### config.mk
export PLATFORM = sky130hd
export DESIGN_NAME = num_entry_fifo
export DESIGN_NICKNAME = d
export VERILOG_FILES = /design/src/rtl/num_entry_pkg.sv /design/src/rtl/entry_fifo.sv /design/src/rtl/num_entry_fifo.sv
export SDC_FILE = /design/constraint.sdc
export NUM_CORES = 1
export LEC_CHECK = 0
export ABC_AREA = 1
export CORE_ASPECT_RATIO = 1.2
export CORE_UTILIZATION = 50
export DETAILED_ROUTE_END_ITERATION = 8
export GPL_TIMING_DRIVEN = 0
export PLACE_DENSITY = 0.73
export SLEW_MARGIN = 25
export SYNTH_ARGS = -nofsm -noshare
export SYNTH_HDL_FRONTEND = slang
export SYNTH_SLANG_ARGS = --single-unit
### constraint.sdc
create_clock -name clk -period 1.8 [get_ports clk]
set_input_delay 0.54 -clock clk [delete_from_list [all_inputs] [get_ports clk]]
set_output_delay 0.54 -clock clk [all_outputs]
set_load 0.02 [all_outputs]
### src/rtl/num_entry_pkg.sv
// rtl/num_entry_pkg.sv - shared types and sizing for the number-entry type-ahead FIFO
package num_entry_pkg;

  // Default geometry: 8-bit switch field, four type-ahead entries
  localparam int DATA_W_DEF = 8;
  localparam int DEPTH_DEF  = 4;

  // Pointer and occupancy widths for the default geometry
  localparam int PTR_W_DEF = $clog2(DEPTH_DEF);
  localparam int CNT_W_DEF = PTR_W_DEF + 1;

  // Delivery handshake states
  typedef enum logic {
    IDLE     = 1'b0,
    WAIT_REL = 1'b1
  } state_e;

  // Occupancy counter width for a given depth (needs one extra bit to hold DEPTH)
  function automatic int cnt_w(input int depth);
    return $clog2(depth) + 1;
  endfunction

endpackage

### src/rtl/entry_fifo.sv
// rtl/entry_fifo.sv - storage, pointers and occupancy for the type-ahead FIFO
module entry_fifo
  import num_entry_pkg::*;
#(
  parameter int DATA_W = DATA_W_DEF,
  parameter int DEPTH  = DEPTH_DEF
) (
  input  logic                      clk,
  input  logic                      rst,
  input  logic                      push_i,
  input  logic                      pop_i,
  input  logic [DATA_W-1:0]         wdata_i,
  output logic [DATA_W-1:0]         rdata_o,
  output logic [cnt_w(DEPTH)-1:0]   count_o,
  output logic                      empty_o,
  output logic                      full_o
);

  localparam int PTR_W = $clog2(DEPTH);
  localparam int CNT_W = cnt_w(DEPTH);

  logic [DATA_W-1:0] mem_q [DEPTH];
  logic [PTR_W-1:0]  wr_ptr_q;
  logic [PTR_W-1:0]  rd_ptr_q;
  logic [CNT_W-1:0]  count_q;
  logic [DATA_W-1:0] rdata_q;
  logic              push_ok;
  logic              pop_ok;

  // A push into a full FIFO is only accepted when a pop frees the slot in the same cycle
  assign push_ok = push_i && (!full_o || pop_ok);
  assign pop_ok  = pop_i && !empty_o;

  // Storage, power-of-two pointer wrap, occupancy and registered head read
  always_ff @(posedge clk or posedge rst) begin
    if (rst) begin
      for (int i = 0; i < DEPTH; i++) begin
        mem_q[i] <= '0;
      end
      wr_ptr_q <= '0;
      rd_ptr_q <= '0;
      count_q  <= '0;
      rdata_q  <= '0;
    end else begin
      if (push_ok) begin
        mem_q[wr_ptr_q] <= wdata_i;
        wr_ptr_q        <= wr_ptr_q + 1'b1;
      end
      if (pop_ok) begin
        rdata_q  <= mem_q[rd_ptr_q];
        rd_ptr_q <= rd_ptr_q + 1'b1;
      end
      case ({push_ok, pop_ok})
        2'b10:   count_q <= count_q + 1'b1;
        2'b01:   count_q <= count_q - 1'b1;
        default: count_q <= count_q;
      endcase
    end
  end

  assign rdata_o = rdata_q;
  assign count_o = count_q;
  assign empty_o = (count_q == '0);
  assign full_o  = (count_q == CNT_W'(DEPTH));

endmodule

### src/rtl/num_entry_fifo.sv
// rtl/num_entry_fifo.sv - key-press capture and one-shot delivery to the CPU number input (option: NUM_ENTRY_FIFO_BYPASS_EN)
module num_entry_fifo
  import num_entry_pkg::*;
#(
  parameter int DATA_W = DATA_W_DEF,
  parameter int DEPTH  = DEPTH_DEF
) (
  input  logic                      clk,
  input  logic                      rst,
  input  logic                      key_in,
  input  logic [DATA_W-1:0]         sw_in,
  input  logic                      req,
  output logic [DATA_W-1:0]         num_out,
  output logic                      num_stb,
  output logic [$clog2(DEPTH):0]    count,
  output logic                      empty,
  output logic                      full,
  output logic                      overflow
);

  state_e            state_q;
  logic              key_q;
  logic              num_stb_q;
  logic              overflow_q;
  logic              push_req;
  logic              pop_go;
  logic              byp_go;
  logic              fifo_push;
  logic [DATA_W-1:0] fifo_rdata;

  assign push_req = key_in && !key_q;
  assign pop_go   = (state_q == IDLE) && req && !empty;

`ifdef NUM_ENTRY_FIFO_BYPASS_EN
  // An empty FIFO with the CPU already waiting hands the press straight through
  assign byp_go = (state_q == IDLE) && req && empty && push_req;
`else
  assign byp_go = 1'b0;
`endif

  assign fifo_push = push_req && !byp_go;

  entry_fifo #(
    .DATA_W (DATA_W),
    .DEPTH  (DEPTH)
  ) u_fifo (
    .clk     (clk),
    .rst     (rst),
    .push_i  (fifo_push),
    .pop_i   (pop_go),
    .wdata_i (sw_in),
    .rdata_o (fifo_rdata),
    .count_o (count),
    .empty_o (empty),
    .full_o  (full)
  );

  // Key edge detect; reset high so a key held through reset is not a press
  always_ff @(posedge clk or posedge rst) begin
    if (rst) begin
      key_q <= 1'b1;
    end else begin
      key_q <= key_in;
    end
  end

  // Sticky overflow: a press lost because the FIFO was full with no pop to make room
  always_ff @(posedge clk or posedge rst) begin
    if (rst) begin
      overflow_q <= 1'b0;
    end else if (fifo_push && full && !pop_go) begin
      overflow_q <= 1'b1;
    end
  end

  // Delivery FSM: one strobe per request, then wait for the CPU to drop req
  always_ff @(posedge clk or posedge rst) begin
    if (rst) begin
      state_q   <= IDLE;
      num_stb_q <= 1'b0;
    end else begin
      case (state_q)
        IDLE: begin
          if (pop_go || byp_go) begin
            num_stb_q <= 1'b1;
            state_q   <= WAIT_REL;
          end else begin
            num_stb_q <= 1'b0;
          end
        end
        WAIT_REL: begin
          num_stb_q <= 1'b0;
          if (!req) begin
            state_q <= IDLE;
          end
        end
        default: begin
          num_stb_q <= 1'b0;
          state_q   <= IDLE;
        end
      endcase
    end
  end

`ifdef NUM_ENTRY_FIFO_BYPASS_EN
  logic [DATA_W-1:0] byp_data_q;
  logic              byp_sel_q;

  // Remember which source fed the last delivery so num_out holds it afterwards
  always_ff @(posedge clk or posedge rst) begin
    if (rst) begin
      byp_data_q <= '0;
      byp_sel_q  <= 1'b0;
    end else if (byp_go) begin
      byp_data_q <= sw_in;
      byp_sel_q  <= 1'b1;
    end else if (pop_go) begin
      byp_sel_q  <= 1'b0;
    end
  end

  assign num_out = byp_sel_q ? byp_data_q : fifo_rdata;
`else
  assign num_out = fifo_rdata;
`endif

  assign num_stb  = num_stb_q;
  assign overflow = overflow_q;

endmodule

==> summary.md, run 1 <==
| Metric | Value |
|---|---|
| Status | `complete, but fails checks` |
| Failing checks | `setup timing` |
| Hold_ws | `0.4754 ns` |
| Drt initial violations | `70` |
| Maximum clock path buffer count | `2` |
| DR WL/cell | `13.69 µm` |
| Number of placed instances, taps included | `410` |
| Worst Clk Skew | `0.01423 ns` |
| H-tree depth | `2` |
| Clk pin slew, worst setup/hold paths | `0.09 ns` |
| Crit Path Category | `flop to flop` |
| Leak Pwr | `0.001743 µW` |
| Initial antenna violation count | `0` |
| Die height | `80.99 µm` |
| Worst-path fanout max | `4` |
| Total gr overflow | `0` |
| Syn. warnings | `0` |
| Hold WC Path Type | `flop to flop` |
| Antenna diodes | `0` |
| Delay-heaviest family, CP | `adder cells` |
| Crit path cell chain | `nor2_4 > buf_4 > a21oi_4 > buf_6 > ha_4 > inv_2 > fa_2 > nand2_1 > nand3b_1 > xor2_1` |
| Share of layout cells above drive strength 1 | `0.1662` |
| Max VDD drop | `0.8348 mV` |
| Async S/R FF share, synth | `1.000` |
| Clock root cell | `clkbuf_8` |
| Final net count | `384` |
| Post-DP Area | `0.002999 mm²` |
| Part of the cycle the worst path needs | `1.003` |
| Max-slew violation count | `0` |
| Rows | `28` |
| Drt total wl | `5.844 mm` |
| Post-Syn Area | `0.002600 mm²` |
| Post-Syn Nets | `341` |
| Worst slew pin tran | `0.4994 ns` |
| CP peak stage delay | `0.43 ns` |
| Relative slew slack | `0.6664` |
| Hold_buf cts | `0` |
| Post-synthesis cell type count | `26` |
| Io pins | `27` |
| Pre-antenna DRT Iters | `4` |
| CP bufs+invs | `3` |
| Non-filler instance count after layout | `427` |
| Pwr per Cell Area | `1725 mW/mm²` |
| R2R setup slack | `-0.005 ns` |
| Seq cells post-synth | `51` |
| Global-route wire length before repair | `9.591 mm` |
| Final total power | `5507 µW` |
| Minimum clock period | `1.805 ns` |
| Worst setup SP type | `flop` |
| Die Footprint | `0.005493 mm²` |
| Setup WS post-layout | `-0.005039 ns` |
| Final count of negative-setup-slack endpoints | `1` |
| Worst EP required | `2.00 ns` |
| GP Congestion | `0.8318` |
| Die W | `67.83 µm` |
| Average via count per standard cell | `5.136` |
| Place WS | `-0.6720 ns` |
| Initial Utilization | `0.5226` |
| Global-route usage over all layers | `0.2389` |
| Mapped Cells | `323` |
| Clock tree sinks | `51` |
| Vias | `2193` |
| CTS buffer count | `5` |
| Fmax | `0.5540 GHz` |
| Unrepaired setup endpoints after global routing | `true` |
| CTS tree | `done` |
| Final hold vios | `0` |
| Vias in the first global route | `2000` |
| Hpwl dp | `4.145 mm` |
| Crit path DAT | `2.00 ns` |
| Most used DFF post-synth | `dfrtp_1` |
| DRC violations left | `0` |
| CP max-delay cell | `dfrtp_2` |
| Core ar. | `0.004975 mm²` |
| Largest net degree at the start of global routing | `31` |
| Layout area overhead | `22.81%` |
| MaxCap Viol Count | `0` |
| Port Buf Inserts | `26` |
| Post-synthesis sequential area ratio | `0.4913` |
| Antenna-violating nets left | `0` |
| Setup crit end kind | `flop` |
| Post-synth EDFFs | `0` |
| Clock latency on the worst-skew pair | `0.31 ns` |
| Synthesized area per cell | `8.050 µm²` |
| Non-Filler Cell Area, Final | `0.003193 mm²` |
through the flow:
stage,TNS [ns],utilization
global placement,-4.608,0.5988
floorplan,-0.09197,-
global route,-0.1028,0.6419
CTS,-0.05710,0.6426
detailed placement,-5.298,0.6029
finish,-0.005039,0.6419
final cells by class:
cell class	count	area, µm²
tap	60	75.07
multi-input combinational	225	1144
clock inverter	2	35.03
clock buffer	6	82.58
sequential	51	1281
inverter	29	112.6
timing repair buffer	37	342.8
fill	433	1782
buffer	17	120.1
registers in the layout (all words and copies together), names as in the netlist:
| name | count |
|---|---|
| u_fifo.mem_q | 32 |
| u_fifo.rdata_o | 8 |
| u_fifo.count_o | 3 |
| u_fifo.rd_ptr_q | 2 |
| u_fifo.wr_ptr_q | 2 |
| key_q | 1 |
| num_stb | 1 |
| overflow | 1 |
| state_q | 1 |
cells in the final DEF, fill, tap and decap left out, types with 2 or more instances in the layout:
master and n:
inv_1 23, nand2_1 134, clkbuf_1 4, clkbuf_8 6, nor2_1 16, dfrtp_1 47
clkdlybuf4s50_1 9, buf_4 11, buf_2 8, nand4_1 32, ha_1 4, xor2_1 3
buf_6 6, inv_2 5, dlygate4sd2_1 10, dlymetal6s2s_1 4, nor2_4 2, or2_2 6
dfrtp_2 3, nand3_1 12, nand3_2 2, or2_1 2
logic make-up after synthesis:
family / count (synthesis) / share of synthesized area
AOI/OAI and AO/OA: 4 / 0.01010
DFF: 51 / 0.4913
buffers and inverters: 47 / 0.08951
and+or+nand+nor: 211 / 0.3638
xor gates and xnor gates: 4 / 0.01348
adders and majority gates: 6 / 0.03176
report_power, final:
group | total, µW | internal [µW] | switching [µW]
Sequential | 2000 | 1680 | 327
Combinational | 2680 | 1080 | 1600
Clock | 820 | 450 | 370
metal layers:
| metal | share of wire | vias up | global-route usage |
|---|---|---|---|
| met4 | 0.028 | 0 | 0.09792 |
| met2 | 0.47 | 48 | 0.3772 |
| met5 | 0 | - | 0 |
| met3 | 0.033 | 11 | 0.04354 |
| li1 | - | 1109 | - |
| met1 | 0.47 | 1025 | 0.3204 |
synth_stat cells, types with 4 or more instances:
library cell | instances | area share
nand2_1 | 136 | 0.20
dfrtp_1 | 50 | 0.48
nand4_1 | 32 | 0.077
inv_1 | 27 | 0.039
nor2_1 | 16 | 0.023
nand3_1 | 12 | 0.023
buf_2 | 6 | 0.012
or2_2 | 6 | 0.014
buf_6 | 5 | 0.022
ha_1 | 5 | 0.024
clkbuf_1 | 4 | 0.0058
repair_timing:
item | in CTS | in global routing
gates cloned | 0 | 0
pin swaps | 5 | 3
setup endpoints to repair | 13 | 7
setup buffers | 9 | 1
resized for setup | 27 | 6
path summary, 6_finish.rpt:
path | start | to | depth (start not counted)
min in group asynchronous | rst | u_fifo.mem_q[8] | 2
worst min register to register | u_fifo.mem_q[20] | u_fifo.mem_q[20] | 2
worst min-delay path | u_fifo.mem_q[20] | u_fifo.mem_q[20] | 2
max in group asynchronous | rst | key_q | 3
worst max-delay path | u_fifo.count_o[0] | u_fifo.count_o[2] | 10
worst max register to register | u_fifo.count_o[0] | u_fifo.count_o[2] | 10
worst reg2reg max path, delay by kind of cell, from the launching register on:
kind	cells	cell delay, ns
adder cells (fa/ha/maj)	2	0.46
flip-flops	1	0.43
buffers and inverters	3	0.31
AND/OR/NAND/NOR	3	0.23
XOR/XNOR	1	0.15
AO/OA/AOI/OAI	1	0.13
No activity file was read; power rests on OpenSTA's default activity.
==> run 2, diff against run 1 <==
- CORE_ASPECT_RATIO: 1.2 -> 0.6
==> run 2 against run 1 <==
Against the previous run: the flow still finishes with violations (setup timing); final cell count up 1.4%; via count up 3.4%; clock skew down 0.0083 ns; worst setup slack worse by 0.071 ns; wire length up 7.2%; die area up 0.16%; highest routed layer unchanged; non-clock buffer count up 3; flip-flop and latch count unchanged; critical path depth up 1; largest power group unchanged.
==> summary.md, run 2 (same netlist as run 1, synthesis figures left out) <==
| Metric | Value |
|---|---|
| Most used cell, CP | `buf_6` |
| Comb pwr share | `0.512 (+0.025)` |
| Max-slew violation count | `0 (unchanged)` |
| Final hold vios | `0 (unchanged)` |
| Worst EP required | `2.02 ns (+0.02 ns)` |
| Fillers | `417 (-3.7%)` |
| Clock root cell | `clkbuf_8` |
| Psw | `2391 µW (+3.9%)` |
| Clk pin slew, worst setup/hold paths | `0.10 ns (about the same)` |
| Drt initial violations | `126 (+80%)` |
| Worst Hold Depth | `2 (unchanged)` |
| Hpwl dp | `4.244 mm (+2.4%)` |
| Antenna-violating nets left | `0 (unchanged)` |
| Maximum clock path buffer count | `2 (unchanged)` |
| Worst setup SP type | `flop` |
| CP bufs+invs | `4 (+1)` |
| Pwr per Cell Area | `1720 mW/mm² (-0.28%)` |
| Setup WS post-layout | `-0.07618 ns (-0.07115 ns)` |
| Worst slew pin tran | `0.4845 ns (-0.01488 ns)` |
| CP peak stage delay | `0.43 ns (about the same)` |
| Hold WC Path Type | `flop to flop` |
| Commonest non-fill, non-tap cell in the layout | `nand2_1` |
| Pint | `3120 µW (-2.7%)` |
| Hold Startpoint | `u_fifo.mem_q[21]` |
| Initial Utilization | `0.5441 (+0.02149)` |
| Fmax | `0.5330 GHz (-3.8%)` |
| Worst flop-to-flop path endpoint | `u_fifo.count_o[2]` |
| Clock latency on the worst-skew pair | `0.30 ns (about the same)` |
| Core ar. | `0.004778 mm² (-3.9%)` |
| Global-route usage over all layers | `0.2483 (+0.009371)` |
| Crit Path Category | `flop to flop` |
| Leak Pwr | `0.001721 µW (-1.3%)` |
| DR WL/cell | `14.47 µm (+5.7%)` |
| Drt total wl | `6.264 mm (+7.2%)` |
| GP Congestion | `0.7900 (-5.0%)` |
| Initial antenna violation count | `0 (unchanged)` |
| Crit path cell chain | `nor2_4 > buf_6 > a21oi_4 > buf_6 > ha_4 > inv_4 > fa_2 > inv_2 > nand2_2 > nand3b_1 > xor2_1` |
| Antenna diodes | `0 (unchanged)` |
| Rows | `19 (-32%)` |
| Unrepaired setup endpoints after global routing | `true` |
| Worst R2R Start | `u_fifo.count_o[0]` |
| Part of the cycle the worst path needs | `1.042 (+0.03953)` |
| Worst Clk Skew | `0.005959 ns (-0.008273 ns)` |
| Highest-count cells in the layout ignoring fill and taps | `nand2_1 (133), dfrtp_1 (47), nand4_1 (32)` |
| DRC violations left | `0 (unchanged)` |
| H-tree depth | `2 (unchanged)` |
| Max reg flops | `32 (unchanged)` |
| Hold_buf cts | `0 (unchanged)` |
| Minimum clock period | `1.876 ns (+0.07115 ns)` |
| CP max-delay cell | `dfrtp_2` |
| MaxCap Viol Count | `0 (unchanged)` |
| Non-Filler Cell Area, Final | `0.003204 mm² (+0.35%)` |
| Relative slew slack | `0.6770 (+0.01062)` |
| R2R setup slack | `-0.08 ns (-0.07 ns)` |
| Layout area overhead | `23.24%` |
| R2R depth | `11 (+1)` |
| Vias | `2268 (+3.4%)` |
| Io pins | `27 (unchanged)` |
| Final net count | `387 (+0.78%)` |
| Crit path DAT | `2.10 ns (+0.10 ns)` |
| Average via count per standard cell | `5.238 (+2.0%)` |
| Clock power share | `0.128 (-0.021)` |
| Final count of negative-setup-slack endpoints | `2 (+1)` |
| Clock tree sinks | `51 (unchanged)` |
| Switching share of power | `0.4338 (+0.01599)` |
| Setup crit end kind | `flop` |
| Status | `complete, but fails checks` |
| Worst Setup SP | `u_fifo.count_o[0]` |
| Global-route wire length before repair | `10.11 mm (+5.4%)` |
| Hold Path Sink | `u_fifo.mem_q[21]` |
| Util after Layout | `0.6706 (+0.02874)` |
| Pre-antenna DRT Iters | `4 (unchanged)` |
| Total gr overflow | `0 (unchanged)` |
| Die W | `95.10 µm (+40%)` |
| Register with the most flip-flops | `u_fifo.mem_q` |
| Die Footprint | `0.005502 mm² (+0.16%)` |
| Place WS | `-0.6881 ns (-0.01612 ns)` |
| Sequential Power Share | `0.360 (-0.004)` |
| Failing checks | `setup timing` |
| Max VDD drop | `1.102 mV (+32%)` |
| Delay-heaviest family, CP | `adder cells` |
| Port Buf Inserts | `26 (unchanged)` |
| Share of layout cells above drive strength 1 | `0.1838 (+0.01757)` |
| CTS tree | `done` |
| Vias in the first global route | `2042 (+2.1%)` |
| Largest net degree at the start of global routing | `32 (+3.2%)` |
| Post-DP Area | `0.003003 mm² (+0.13%)` |
| Die height | `57.86 µm (-29%)` |
| CTS buffer count | `5 (unchanged)` |
| Worst-path fanout max | `4 (unchanged)` |
## run 2: timing repair
action                     CTS  global route
pin swaps                    6             7
resized for setup           29             9
setup buffers                8             6
setup endpoints to repair   16            19
## run 2: power by group through the flow
| stage | combinational (µW) | clock (µW) | sequential (µW) |
|---|---|---|---|
| after global routing | 3180 | 779 | 2040 |
| after CTS | 2670 | 723 | 1990 |
| after floorplan | 1750 | 0 | 2100 |
| after global placement | 2590 | 0 | 1990 |
| after detailed placement | 2660 | 0 | 2000 |
| final | 2820 | 705 | 1980 |
## run 2: per-stage QoR
stage | hold slack [ns] | power [µW] | cells | setup TNS, ns
floorplan | 0.4342 | 3842 | 323 | -0.09197
global placement | 0.4472 | 4577 | 412 | -6.240
detailed placement | 0.4535 | 4665 | 413 | -5.681
CTS | 0.4767 | 5386 | 429 | -0.06495
global route | 0.4756 | 5997 | 433 | -0.2378
finish | 0.4746 | 5511 | 433 | -0.07706
## run 2: how the worst max path moves through the flow
| stage | end | depth (start not counted) |
|---|---|---|
| floorplan | u_fifo.count_o[2] | 10 |
| global placement | u_fifo.count_o[2] | 10 |
| detailed placement | u_fifo.count_o[2] | 10 |
| CTS | u_fifo.count_o[2] | 11 |
| global route | u_fifo.count_o[2] | 11 |
| finish | u_fifo.count_o[2] | 11 |
## run 2: metal layers
metal,global-route usage,vias to the layer above,share of wire
met5,0,-,0
met3,0.04724,5,0.071
met2,0.3612,61,0.44
met1,0.3848,1096,0.49
met4,0.05195,0,0.0062
li1,-,1106,-
## run 2: layout make-up
class	instances	area (µm²)	share of cell area
buffer	16	116.4	0.03631
clock buffer	6	82.58	0.02577
clock inverter	2	16.27	0.005076
inverter	29	115.1	0.03592
multi-input combinational	225	1147	0.3581
sequential	51	1281	0.3998
tap	63	78.83	0.02460
timing repair buffer	41	366.6	0.1144
## run 2: worst register-to-register path, stage by stage, from the launching register on
cell and delay [ns]:
dfrtp_2 0.43, nor2_4 0.08, buf_6 0.12, a21oi_4 0.15, buf_6 0.14, ha_4 0.14
inv_4 0.04, fa_2 0.36, inv_2 0.06, nand2_2 0.04, nand3b_1 0.10, xor2_1 0.15
==> run 3, diff against run 2 <==
- GPL_TIMING_DRIVEN: 0 -> not set
- TNS_END_PERCENT: not set -> 20
==> run 3 against run 2 <==
Against the previous run: the run now ends clean; critical path type is now flop to primary output; sequential share of layout area increased by 0.39 points; critical endpoint is now count[0]; first-iteration DRC count increased by 12%; largest power group unchanged; hold slack about the same.
==> summary.md, run 3 (same netlist as run 1, synthesis figures left out) <==
| Metric | Value |
|---|---|
| Status | `complete, no violations` |
| Worst EP required | `1.26 ns (-0.76 ns)` |
| Final count of negative-setup-slack endpoints | `0 (-2)` |
| Hpwl dp | `4.285 mm (+0.97%)` |
| Global-route wire length before repair | `9.970 mm (-1.4%)` |
| Vias in the first global route | `2080 (+1.9%)` |
| Number of placed instances, taps included | `416 (+0.73%)` |
| Clock latency on the worst-skew pair | `0.31 ns (about the same)` |
| Io pins | `27 (unchanged)` |
| Setup crit end kind | `primary output` |
| Commonest non-fill, non-tap cell in the layout | `nand2_1` |
| Metal3 WL | `303 µm (-31%)` |
| Maximum clock path buffer count | `2 (unchanged)` |
| Worst setup path end | `count[0]` |
| Drt total wl | `5.956 mm (-4.9%)` |
| Total gr overflow | `0 (unchanged)` |
| Global-route usage over all layers | `0.2397 (-0.008611)` |
| Share of layout cells above drive strength 1 | `0.1680 (-0.01574)` |
| Final net count | `380 (-1.8%)` |
| Vias | `2206 (-2.7%)` |
| Highest Signal Layer | `met4` |
| Die height | `57.86 µm (unchanged)` |
| Worst Clk Skew | `0.007064 ns (+0.001105 ns)` |
| Initial antenna violation count | `0 (unchanged)` |
| R2R depth | `9 (-2)` |
| Worst flop-to-flop path endpoint | `u_fifo.count_o[2]` |
| Final hold vios | `0 (unchanged)` |
| Worst Hold Depth | `2 (unchanged)` |
| Crit Path Category | `flop to primary output` |
| Layout area overhead | `22.04%` |
| Highest-count cells in the layout ignoring fill and taps | `nand2_1 (134), dfrtp_1 (47), nand4_1 (32)` |
| Die W | `95.10 µm (unchanged)` |
| CTS tree | `done` |
| Fmax | `0.5682 GHz (+6.6%)` |
| DR WL/cell | `13.98 µm (-3.4%)` |
| Worst-path fanout max | `3 (-1)` |
| Minimum clock period | `1.760 ns (-0.1161 ns)` |
| Non-filler instance count after layout | `426 (-1.6%)` |
| Port Buf Inserts | `26 (unchanged)` |
| Initial Utilization | `0.5441 (unchanged)` |
| M1 WL | `2.967 mm (-2.6%)` |
| Clk pin slew, worst setup/hold paths | `0.09 ns (about the same)` |
| Leak Pwr | `0.001696 µW (-1.4%)` |
| Delay-heaviest family, CP | `buffers and inverters` |
| Pre-antenna DRT Iters | `5 (+1)` |
| Worst slew pin tran | `0.6447 ns (+0.1602 ns)` |
| Register with the most flip-flops | `u_fifo.mem_q` |
| Crit path DAT | `1.22 ns (-0.88 ns)` |
| Unrepaired setup endpoints after global routing | `true` |
| Max VDD drop | `1.018 mV (-7.7%)` |
| DRC violations left | `0 (unchanged)` |
| Part of the cycle the worst path needs | `0.9778 (-0.06451)` |
| CP Depth | `2 (-9)` |
| Drt initial violations | `141 (+12%)` |
| CP bufs+invs | `2 (-2)` |
| Largest net degree at the start of global routing | `40 (+25%)` |
| Antenna-violating nets left | `0 (unchanged)` |
| Die Footprint | `0.005502 mm² (unchanged)` |
| Average via count per standard cell | `5.178 (-1.1%)` |
| Met2 wire len | `2.637 mm (-3.6%)` |
| Clock tree sinks | `51 (unchanged)` |
| Worst Setup SP | `u_fifo.count_o[0]` |
| Hold WC Path Type | `flop to flop` |
| Util after Layout | `0.6640 (-0.006546)` |
| CTS buffer count | `5 (unchanged)` |
| Relative slew slack | `0.5702 (-0.1068)` |
| Rows | `19 (unchanged)` |
| Clock root cell | `clkbuf_8` |
| H-tree depth | `2 (unchanged)` |
| R2R setup slack | `0.06 ns (+0.14 ns)` |
| Crit path cell chain | `buf_4 > dlygate4sd2_1` |
| CP peak stage delay | `0.45 ns (+0.02 ns)` |
| Core ar. | `0.004778 mm² (unchanged)` |
| GP Congestion | `0.8543 (+8.1%)` |
| Worst setup SP type | `flop` |
| Pwr per Cell Area | `1759 mW/mm² (+2.3%)` |
| Max-slew violation count | `0 (unchanged)` |
| MaxCap Viol Count | `0 (unchanged)` |
| Worst R2R Start | `u_fifo.count_o[0]` |
| Max reg flops | `32 (unchanged)` |
| CP max-delay cell | `dfrtp_2` |
| Fillers | `413 (-0.96%)` |
| Antenna diodes | `0 (unchanged)` |
==> run 3: timing repair <==
action / in CTS / in global routing
setup endpoints to repair: 49 / 3
gates resized for setup: 25 / 3
pin swaps: 4 / 0
hold buffers: 0 / 0
buffers inserted: 2 / 0
endpoints found under the hold margin: 0 / 0
==> run 3: area by class of cell <==
type | instances | area, µm² | share of cell area
clock inverter | 3 | 67.56 | 0.02129
tap | 63 | 78.83 | 0.02484
inverter | 29 | 112.6 | 0.03549
multi-input combinational | 225 | 1127 | 0.3553
timing repair buffer | 50 | 436.7 | 0.1376
clock buffer | 5 | 68.82 | 0.02169
sequential | 51 | 1281 | 0.4038
==> run 3: metal layers <==
metal,vias to the layer above,track usage
li1,1092,-
met1,1060,0.3481
met2,46,0.3704
met3,8,0.05249
met4,0,0.05195
met5,-,0
==> run 3: worst reg2reg max path: cells and delay by family (launching register included) <==
kind            cells  cell delay [ns]
buf+inv             2             0.18
xor+xnor            1             0.15
compound gates      1             0.14
fa+ha+maj           2             0.51
simple gates        3             0.24
flops               1             0.42
==> run 3: worst min-delay path by stage <==
| stage | endpoint | slack (ns) | start |
|---|---|---|---|
| after floorplan | u_fifo.mem_q[16] | 0.43 | u_fifo.mem_q[16] |
| after global placement | u_fifo.mem_q[23] | 0.45 | u_fifo.mem_q[23] |
| after detailed placement | u_fifo.mem_q[16] | 0.46 | u_fifo.mem_q[16] |
| after CTS | key_q | 0.48 | key_in |
| after global routing | key_q | 0.47 | key_in |
| final | u_fifo.mem_q[16] | 0.47 | u_fifo.mem_q[16] |
==> run 3: where the power goes <==
part           switching (µW)  internal [µW]  total, µW
clock                     392            554        946
sequential                382           1680       2060
combinational            1520           1060       2580
total                    2300           3280       5580
==> run 3: stage by stage <==
step	cell area [µm²]	power (µW)	setup TNS [ns]	setup slack [ns]	hold WS, ns
6_report	3173	5582	0	0.03994	0.4743
2_1_floorplan	2644	3839	-0.09680	-0.07643	0.4342
3_5_place_dp	3045	4736	-13.79	-0.5021	0.4552
3_3_place_gp	3045	4643	-12.56	-0.4375	0.4479
5_1_grt	3173	6033	-0.004994	-0.004994	0.4732
4_1_cts	3186	5618	-0.02423	-0.02423	0.4778
